$ cat config.mk
export PLATFORM = sky130hd
export DESIGN_NAME = mmap_read_arbiter
export DESIGN_NICKNAME = d
export VERILOG_FILES = /design/src/rtl/mmap_read_arbiter.sv
export SDC_FILE = /design/constraint.sdc
export NUM_CORES = 1
export LEC_CHECK = 0
export BUFFER_PORTS_ARGS = -buffer_cell sky130_fd_sc_hd__buf_2
export CORE_AREA = 8 8 528 530
export DETAILED_ROUTE_END_ITERATION = 16
export DIE_AREA = 0 0 536 538
export GPL_TIMING_DRIVEN = 1
export SYNTH_ARGS = -nofsm -noshare
export SYNTH_HDL_FRONTEND = slang
export SYNTH_SLANG_ARGS = --single-unit
$ cat constraint.sdc
create_clock -name clk -period 14.3 [get_ports clk]
set_input_delay 3.575 -clock clk [delete_from_list [all_inputs] [get_ports clk]]
set_output_delay 3.575 -clock clk [all_outputs]
set_load 0.05 [all_outputs]
$ cat src/rtl/mmap_read_arbiter.sv
// Round-robin arbiter sharing the read side of one async_mmap among NumPorts requesters.
// An order queue of granted port ids steers in-order read beats back to their originating port.
module mmap_read_arbiter #(
  parameter int unsigned NumPorts       = 4,
  parameter int unsigned PortIdWidth    = 2,
  parameter int unsigned AddrWidth      = 64,
  parameter int unsigned DataWidth      = 512,
  parameter int unsigned TagDepth       = 64,
  parameter int unsigned TagDepthLog    = 6,
  parameter int unsigned MaxOutstanding = 16,
  parameter int unsigned CntWidth       = 5
) (
  input  logic                          clk,
  input  logic                          rst,
  input  logic [NumPorts*AddrWidth-1:0] req_addr_dout,
  input  logic [NumPorts-1:0]           req_addr_empty_n,
  output logic [NumPorts-1:0]           req_addr_read,
  output logic [DataWidth-1:0]          resp_data_dout,
  output logic [NumPorts-1:0]           resp_data_empty_n,
  input  logic [NumPorts-1:0]           resp_data_read,
  output logic [AddrWidth-1:0]          read_addr_din,
  output logic                          read_addr_write,
  input  logic                          read_addr_full_n,
  input  logic [DataWidth-1:0]          read_data_dout,
  input  logic                          read_data_empty_n,
  output logic                          read_data_read
);

  logic                   out_valid;
  logic [AddrWidth-1:0]   out_addr;
  logic [PortIdWidth-1:0] rr_ptr;
  logic [PortIdWidth-1:0] order_mem [TagDepth];
  logic [TagDepthLog-1:0] wr_ptr;
  logic [TagDepthLog-1:0] rd_ptr;
  logic [TagDepthLog:0]   count;
  logic [CntWidth-1:0]    outstanding [NumPorts];

  logic [NumPorts-1:0]    eligible;
  logic                   cap;
  logic                   grant;
  logic [PortIdWidth-1:0] grant_idx;
  logic [PortIdWidth-1:0] next_rr;
  logic [AddrWidth-1:0]   grant_addr;
  logic [PortIdWidth-1:0] head;
  logic                   hv;
  logic                   pop;
  logic [NumPorts-1:0]    inc_vec;
  logic [NumPorts-1:0]    dec_vec;

  always_comb begin
    eligible = '0;
    for (int unsigned i = 0; i < NumPorts; i++) begin
      eligible[i] = req_addr_empty_n[i] && (outstanding[i] < CntWidth'(MaxOutstanding));
    end
  end

  // Full check uses the pre-pop count, so a simultaneous pop never lets a grant in at full.
  assign cap = (!out_valid || read_addr_full_n) && (count < (TagDepthLog + 1)'(TagDepth));

  always_comb begin
    logic [PortIdWidth-1:0] idx;
    idx       = '0;
    grant     = 1'b0;
    grant_idx = '0;
    for (int unsigned k = 0; k < NumPorts; k++) begin
      idx = PortIdWidth'((32'(rr_ptr) + k) % NumPorts);
      if (!rst && cap && !grant && eligible[idx]) begin
        grant     = 1'b1;
        grant_idx = idx;
      end
    end
  end

  assign next_rr = PortIdWidth'((32'(grant_idx) + 32'd1) % NumPorts);

  always_comb begin
    grant_addr    = '0;
    req_addr_read = '0;
    for (int unsigned i = 0; i < NumPorts; i++) begin
      if (grant_idx == PortIdWidth'(i)) begin
        grant_addr       = req_addr_dout[i*AddrWidth +: AddrWidth];
        req_addr_read[i] = grant;
      end
    end
  end

  assign read_addr_write = out_valid;
  assign read_addr_din   = out_addr;

  assign head           = order_mem[rd_ptr];
  assign hv             = (count != '0) && read_data_empty_n;
  assign pop            = hv && resp_data_read[head];
  assign read_data_read = pop;
  assign resp_data_dout = read_data_dout;

  always_comb begin
    resp_data_empty_n = '0;
    inc_vec           = '0;
    dec_vec           = '0;
    for (int unsigned i = 0; i < NumPorts; i++) begin
      resp_data_empty_n[i] = hv && (head == PortIdWidth'(i));
      inc_vec[i]           = grant && (grant_idx == PortIdWidth'(i));
      dec_vec[i]           = pop && (head == PortIdWidth'(i));
    end
  end

  always_ff @(posedge clk or posedge rst) begin
    if (rst) begin
      out_valid <= 1'b0;
      out_addr  <= '0;
      rr_ptr    <= '0;
      wr_ptr    <= '0;
      rd_ptr    <= '0;
      count     <= '0;
      for (int unsigned i = 0; i < NumPorts; i++) begin
        outstanding[i] <= '0;
      end
    end else begin
      if (grant) begin
        out_valid <= 1'b1;
        out_addr  <= grant_addr;
        rr_ptr    <= next_rr;
        wr_ptr    <= wr_ptr + 1'b1;
      end else if (read_addr_full_n) begin
        out_valid <= 1'b0;
      end
      if (pop) begin
        rd_ptr <= rd_ptr + 1'b1;
      end
      if (grant && !pop) begin
        count <= count + 1'b1;
      end else if (!grant && pop) begin
        count <= count - 1'b1;
      end
      for (int unsigned i = 0; i < NumPorts; i++) begin
        case ({inc_vec[i], dec_vec[i]})
          2'b10:   outstanding[i] <= outstanding[i] + 1'b1;
          2'b01:   outstanding[i] <= outstanding[i] - 1'b1;
          default: outstanding[i] <= outstanding[i];
        endcase
      end
    end
  end

  // Payload storage needs no reset; validity is tracked by count and the pointers.
  always_ff @(posedge clk) begin
    if (grant) begin
      order_mem[wr_ptr] <= grant_idx;
    end
  end

endmodule

==> results summary, run 1 <==
The run finished with clean final reports. The later pin in the worst-skew pair is clocked with a latency of 0.65 ns. The peak ir drop on the vdd network came out at 0.1139 mV.

The net count after synthesis came out at approximately 2400. The async set or reset register ratio after synthesis came out at 45.30%. The chip height is roughly 540 um.

The tree built by TritonCTS fans out to ~230 sinks. Setup total negative slack on the finished layout was measured at 0 ns. By area the synthesized netlist is led by buf_4 24%, edfxtp_1 24%, dfrtp_1 16%. The number of max-slew violations in the final report came out at 0. The area growth from synthesis to final layout came out at 20.92%. The H-tree was split into 2 levels. The area share of the leading cell type in the synthesized netlist came out at a little under a quarter. The minimum clock period is 10.63 ns. The average instance in the mapped netlist occupies 9.932 um^2. Counting flops and latches in the post-synthesis netlist gives 234. The post-synthesis share of cell area spent on full adders, half adders and majority gates is 2.132%.

The required time reported for the critical path endpoint is 10.72 ns. The number of vias after detailed routing came out at between 10000 and 15000. TritonCTS built the clock tree.

The largest incremental delay on the critical path came out at ~0.65 ns. The sequential cell area fraction in the yosys report came out at about two fifths. The kind of path behind the tightest hold check is register to register.

In this run the worst path has a maximum fanout of 67. Routability-driven placement finished with a final weighted congestion of 0.9241. The initial antenna violation count is 55. The leakage power figure came out at 7.043 nW.

The number of global-route vias before repair came out at around 12000. The worst-case setup slack after placement came out at between 3 and 4 ns. The number of buffers on the longest clock path is 3.

Among all stages on the critical path, the largest delay is contributed by ha_4. After synthesis, the most frequently instantiated cells are 516 x buf_4, 167 x nand2_1, 142 x o21ai_0. The number of cells produced by synthesis is 1631.

Across the run, the number of max-cap violations was 0. For this configuration, the core starts out at a cell density of 6.004%. The aggregate routed wire length is ~160000 um. In the routed design, unresolved DRC markers number 0. The number of I/O pins is between 1000 and 1500. The synthesized area came out at ~16000 um^2. The synthesized design spends more area on one cell type than any other, namely buf_4.

The global-route wire length before repair came out at 181100 um. Of the available clock period, the critical path in the final layout requires 74.32%. The number of cells in the design after placement is 4974. In this run, synthesis inferred 128 flip-flops with an integrated enable.

The total global routing overflow came out at 0. After floorplanning, the core was sized to cover 269800 um^2. The final net count came out at 2247. The post-synthesis simple-gate area fraction is 8.589%.

The critical path's top delay family is buffers and inverters. The number of buffers inserted to repair setup after CTS is 0. The worst endpoint data arrival time came out at 7.05 ns.

The most numerous cell type found on the critical path is buf_2. The final worst-path setup slack is 3.673 ns. The number of clock buffers inserted by TritonCTS came out at 34. The number of different library cells in the post-synthesis netlist is 68. The sum of net half-perimeters after detailed placement came out at between 100000 and 150000 um. The violation count after the first detailed-route iteration came out at 863. Among all cell types in the netlist, the one instantiated most often is buf_4. The xor/xnor cell area share of the yosys netlist is 2.379%. The floorplan die width is 536 um. The overall track demand over capacity in global routing is 10.32%. Together, buffers and inverters on the worst path number 4. The share of synthesized area spent on multiplexers is 9.415%. For this run, the leading register cell type out of synthesis is edfxtp_1. The worst setup path is of the input port to output port kind. The number of hold violations in the final report is 0. Using the TritonRoute via totals, the vias-per-cell ratio works out to 2.310.

The largest net degree at the start of global routing came out at 77. The setup violation total in the final timing report is 0. The synthesized netlist devotes 11.01% of its cell area to compound gates.

The wire length per cell came out at 31.17 um. The transition time at the pin with the least slew margin is 1.076 ns. The first detailed-routing pass ran for 5 iterations.

The clock-pin slew reported for the worst setup and hold paths after clock tree synthesis came out at 0.05 ns. The largest family of logic cells by synthesized area is buffers and inverters. During placement, the flow inserted port buffers numbering about 340. The post-cts gate resize count is 0. The Yosys step of the flow raised 0 warnings. STA classifies the critical path endpoint as an output port. The final setup skew is 0.05232 ns. The worst pin sits at a relative slew slack of between 20% and 30%. The total power per unit cell area is 206.3 nW/um^2. Static timing analysis puts the maximum clock frequency at 0.09410 GHz. Counting the fill cells in the layout gives 31366. The die covers ~290000 um^2. Walking the worst path, the cells encountered are buf_2, nor2b_1, a2111oi_0, o21ai_0, and3_1, o31ai_4, buf_4, ha_4, nand2_1, inv_1, buf_2. The cell sitting at the root of the clock tree is a clkbuf_16. The detail route stage leaves a number of antenna-violating nets equal to 0. Setup repair after global routing left no endpoint under its margin. The count of standard-cell rows came out at 191.

The total of hold buffers inserted after clock tree synthesis is 0. The sum of internal, switching and leakage power is between 4 and 5 mW. The kind of start point of the critical path is an input port. Cells with a size suffix above 1 make up 31.67% of the layout.

The number of non-filler instances in the completed layout is 5043.
registers in the layout, indices dropped and copies added, names as in the netlist:
signal,flops
rd_ptr,6
rr_ptr,2
count,7
order_mem,128
read_addr_din,64
read_addr_write,1
outstanding,20
wr_ptr,6
layout make-up:
class                      count  area, um^2  area share, %
multi-input combinational    792        5512          28.14
tap                         3570        4467          22.80
inverter                      21       83.83         0.4280
sequential                   234        6497          33.17
clock inverter                21       287.8          1.469
antenna                        8       20.02         0.1022
clock buffer                  40       893.4          4.561
timing repair buffer         357        1827          9.326
where the power goes:
group	internal, mW	switching (mW)	leakage (nW)	total (mW)
combinational	0.633	1.43	3.97	2.07
clock	0.546	0.387	0.575	0.933
sequential	0.905	0.137	2.50	1.04
total	2.08	1.96	7.04	4.04
layer usage:
metal  up-vias  share of wire, %  track usage (%)
li1       4736                 -                -
met1      5232                21            6.390
met2      1304                43            15.64
met3       344                32            15.33
met4        32               4.0            3.519
met5         -              0.34            1.066
metrics by stage:
step           instance area [um^2]  util [%]  hold WS (ns)
4_1_cts                       19570     7.252        0.4778
5_1_grt                       19570     7.253        0.4895
2_1_floorplan                 16200         -        0.4423
3_5_place_dp                  18390     6.815        0.4662
3_3_place_gp                  18390     6.815        0.4599
6_report                      19590     7.260        0.4740
tightest hold or removal path, cell delays in order (launching register included):
cell,delay [ns]
dfrtp_1,0.33
nand2_1,0.05
o21ai_0,0.06
kinds of logic after synthesis:
family	count (synthesis)
compound gates	286
buf+inv	605
flops	234
mux	115
fa+ha+maj	27
xor+xnor	44
simple gates	320
path summary, 6_finish.rpt:
| path | from | endpoint | slack, ns | cells after the start |
|---|---|---|---|---|
| setup / recovery | req_addr_empty_n[0] | req_addr_read[2] | 3.67 | 11 |
| hold / removal | read_addr_din[17] | read_addr_din[17] | 0.47 | 2 |
| setup reg to reg | read_addr_write | read_addr_din[0] | 8.78 | 15 |
| hold reg to reg | read_addr_din[17] | read_addr_din[17] | 0.47 | 2 |
| max in group asynchronous | rst | read_addr_din[22] | 9.74 | 3 |
| min in group asynchronous | rst | outstanding[5] | 3.06 | 2 |
placed cells by master (no fill, tap or decap), drive strengths merged, types with 3 or more instances in the layout:
master	instances
mux4	26
buf	357
mux2	12
a22oi	68
clkbuf	40
nand3b	5
bufinv	5
edfxtp	128
nand2	167
clkinv	10
nor2b	13
or3b	3
xor2	22
dfrtp	106
xnor2	22
o221ai	6
and3	4
nor3	6
nor3b	3
nor2	93
a31oi	3
o21ai	154
ha	26
a221o	3
nand2b	4
nand3	8
and2	8
inv	26
a21oi	28
diode	8
mux2i	77
No activity file was read; power rests on OpenSTA's default activity.
==> run 2, diff against run 1 <==
- CORE_AREA: 8 8 528 530 -> 8 8 524 526
- DIE_AREA: 0 0 536 538 -> 0 0 532 534
- clock period: 14.3 -> 9.75 ns (I/O delays scaled with it)
==> results summary, run 2 (synthesis gave the netlist of run 1 again) <==
The slowest cell on the critical path is buf_4 (was ha_4). The root cell of the clock tree is clkbuf_16 (unchanged). The clock net sink count came out at 234 (unchanged). The count of standard-cell rows was 190 (was 191). The final net count came out at 2243 (was 2247). The setup TNS came out at 0 ns (unchanged). The number of max-cap violations came to 0 (unchanged). The number of I/O pins came out at 1366 (unchanged).

The beginning of the worst hold path is read_addr_din[0] (was read_addr_din[17]). The maximum clock frequency came out at 0.1275 GHz. The chip height is 534 um (was 538 um).

The total global routing overflow was 0 (unchanged). The first-pass detailed-route iteration total came out at 5 (unchanged). The average vias per placed instance came out at 2.313 (was 2.310).

The global placement routability congestion was 0.9355 (was 0.9241). The minimum clock period came out at 7.842 ns. The number of DRC violations after detailed routing came out at 0 (unchanged). The CTS tree is built (unchanged).

The die area is 284100 um^2 (was 288400 um^2). The launching instance or port of the critical path is read_addr_full_n (was req_addr_empty_n[0]). The critical path buffer and inverter count is 6 (was 4).

The core footprint came out at 266500 um^2 (was 269800 um^2). The sort of element at the end of the critical path is an output port (unchanged). The number of vias after detailed routing came out at 11697 (was 11648).

The global-route wire length before repair is 184300 um (was 181100 um). The number of buffers inserted to repair setup after CTS is 0 (unchanged). The violation count after the first detailed-route iteration came out at 792 (was 863).

The kind of start point of the critical path is an input port (unchanged). The number of nets with antenna violations after detailed routing came out at 0 (unchanged). The sequential standard cell area is 6497 um^2 (unchanged). The aggregate routed wire length came out at 157600 um (was 157200 um). The H-tree level count is 1 (was 2).

The kind of path behind the tightest hold check is register to register (unchanged). The leakage power figure is 6.964 nW (was 7.043 nW). The largest incremental delay on the critical path came to 0.56 ns (was 0.65 ns). The transition time at the pin with the least slew margin came out at 1.287 ns (was 1.076 ns). The peak ir drop on the vdd network is 0.1635 mV (was 0.1139 mV). The proportion of layout cells with a drive suffix above 1 was 31.39% (was 31.67%). The area growth from synthesis to final layout came out at 20.40% (was 20.92%).

The number of hold violations in the final report came out at 0 (unchanged). The initial antenna violation count is 45 (was 55). The relative slew slack was 14.20% (was 28.30%). The critical path's top delay family is buffers and inverters (unchanged). The number of global-route vias before repair came out at 12089 (was 11905). The setup violation total in the final timing report came out at 0 (unchanged). The final-layout worst hold slack is 0.4728 ns (was 0.4740 ns). The floorplan die width came to 532 um (was 536 um). The leading cell type in the layout, fill and taps excluded was buf_2 (unchanged).

The most flop-heavy register is order_mem (unchanged). The total of hold buffers inserted after clock tree synthesis came out at 0 (unchanged). The number of clock buffers inserted by TritonCTS is 30 (was 34). Result of the run: completed (unchanged). The sum of net half-perimeters after detailed placement is 141300 um (was 141200 um). The area taken by multi-input logic gates came out at 5512 um^2 (unchanged). Of the available clock period, the critical path in the final layout requires 80.43%.

The number of buffers on the longest clock path is 3 (unchanged). Critical-path cell list: buf_2, nor2b_1, buf_4, nor3_1, nand2_1, o31ai_4, buf_4, inv_1, ha_1, nand2_1, inv_1, buf_2 (was buf_2, nor2b_1, a2111oi_0, o21ai_0, and3_1, o31ai_4, buf_4, ha_4, nand2_1, inv_1, buf_2). The required time reported for the critical path endpoint is 7.31 ns (was 10.72 ns). The total power per unit cell area is 291.7 nW/um^2 (was 206.3 nW/um^2). The worst endpoint data arrival time came out at 5.40 ns (was 7.05 ns). The number of flip-flops under the largest register name is 128 (unchanged). The final setup skew is 0.08003 ns (was 0.05232 ns). The wire length per cell is 31.16 um (was 31.17 um).

The category of the most critical setup path is input port to output port (unchanged). Unrepaired setup endpoints after global routing: no (unchanged). The largest net degree at the start of global routing is 82 (was 77).

The clock-pin slew reported for the worst setup and hold paths after clock tree synthesis came out at 0.06 ns (was 0.05 ns). The clock latency on the worst-skew pair came to 0.70 ns (was 0.65 ns). The overall track demand over capacity in global routing is 10.52% (was 10.32%). The critical-path maximum fanout was 67 (unchanged). The post-cts gate resize count came out at 0 (unchanged).

The number of input and output port buffers inserted is 341 (unchanged). Commonest non-fill, non-tap cells in the layout: 341 x buf_2, 166 x nand2_1, 142 x o21ai_0 (unchanged). The number of max-slew violations in the final report was 0 (unchanged). The number of inserted filler cells in the final layout is 31115 (was 31366).

The initial core utilization came out at 6.079% (was 6.004%). The startpoint of the worst-slack reg-to-reg timing path is read_addr_write (unchanged).
-- run 2: changes by cell type in the layout (fill, tap and decap cells not counted), moves of 2 or more --
cell,previous run,this run
diode_2,8,47
clkbuf_16,34,30
clkbuf_1,4,7
clkinv_1,4,1
clkbuf_8,2,0
inv_16,2,0
-- run 2: tightest hold or removal path, delay by kind of cell (launching register included) --
family | cells | cell delay, ns
DFF | 1 | 0.34
AOI/OAI and AO/OA | 1 | 0.06
and+or+nand+nor | 1 | 0.04
-- run 2: layout make-up --
type,count,area share (%)
sequential,234,33.31
multi-input combinational,792,28.26
tap,3552,22.79
timing repair buffer,357,9.366
clock buffer,37,3.984
clock inverter,18,1.257
antenna,47,0.6030
inverter,21,0.4298
-- run 2: power breakdown --
group          internal (mW)  switching (mW)  leakage (nW)
combinational          0.922            2.00          3.97
clock                  0.679           0.521         0.496
sequential              1.33           0.236          2.50
total                   2.93            2.76          6.96
-- run 2: routing by layer --
layer / part of all wire, % / GRT usage, % / vias to the layer above
met5: 0.14 / 0.5902 / -
met4: 4.2 / 3.954 / 12
met3: 30 / 14.63 / 261
met2: 43 / 16.06 / 1241
met1: 23 / 6.943 / 5407
li1: - / - / 4776
-- run 2: metrics by stage --
| step | cells | area, um^2 | worst slack [ns] | utilization (%) | total power, mW |
|---|---|---|---|---|---|
| finish | 5058 | 19500 | 1.908 | 7.319 | 5.689 |
| global route | 5051 | 19490 | 1.653 | 7.312 | 6.076 |
| CTS | 5011 | 19390 | 1.809 | 7.275 | 5.812 |
| detailed placement | 4956 | 18360 | 1.680 | 6.891 | 4.554 |
| global placement | 4956 | 18360 | 1.879 | 6.891 | 4.472 |
| floorplan | 1631 | 16200 | 0.8828 | - | 4.099 |
-- run 2: worst paths after layout --
path,end,slack (ns),cells past startpoint
max,req_addr_read[0],1.91,12
min in group asynchronous,wr_ptr[1],1.98,2
max reg2reg,read_addr_din[29],3.90,16
min reg2reg,read_addr_din[0],0.47,2
max in group asynchronous,read_addr_din[13],6.53,3
min,read_addr_din[0],0.47,2
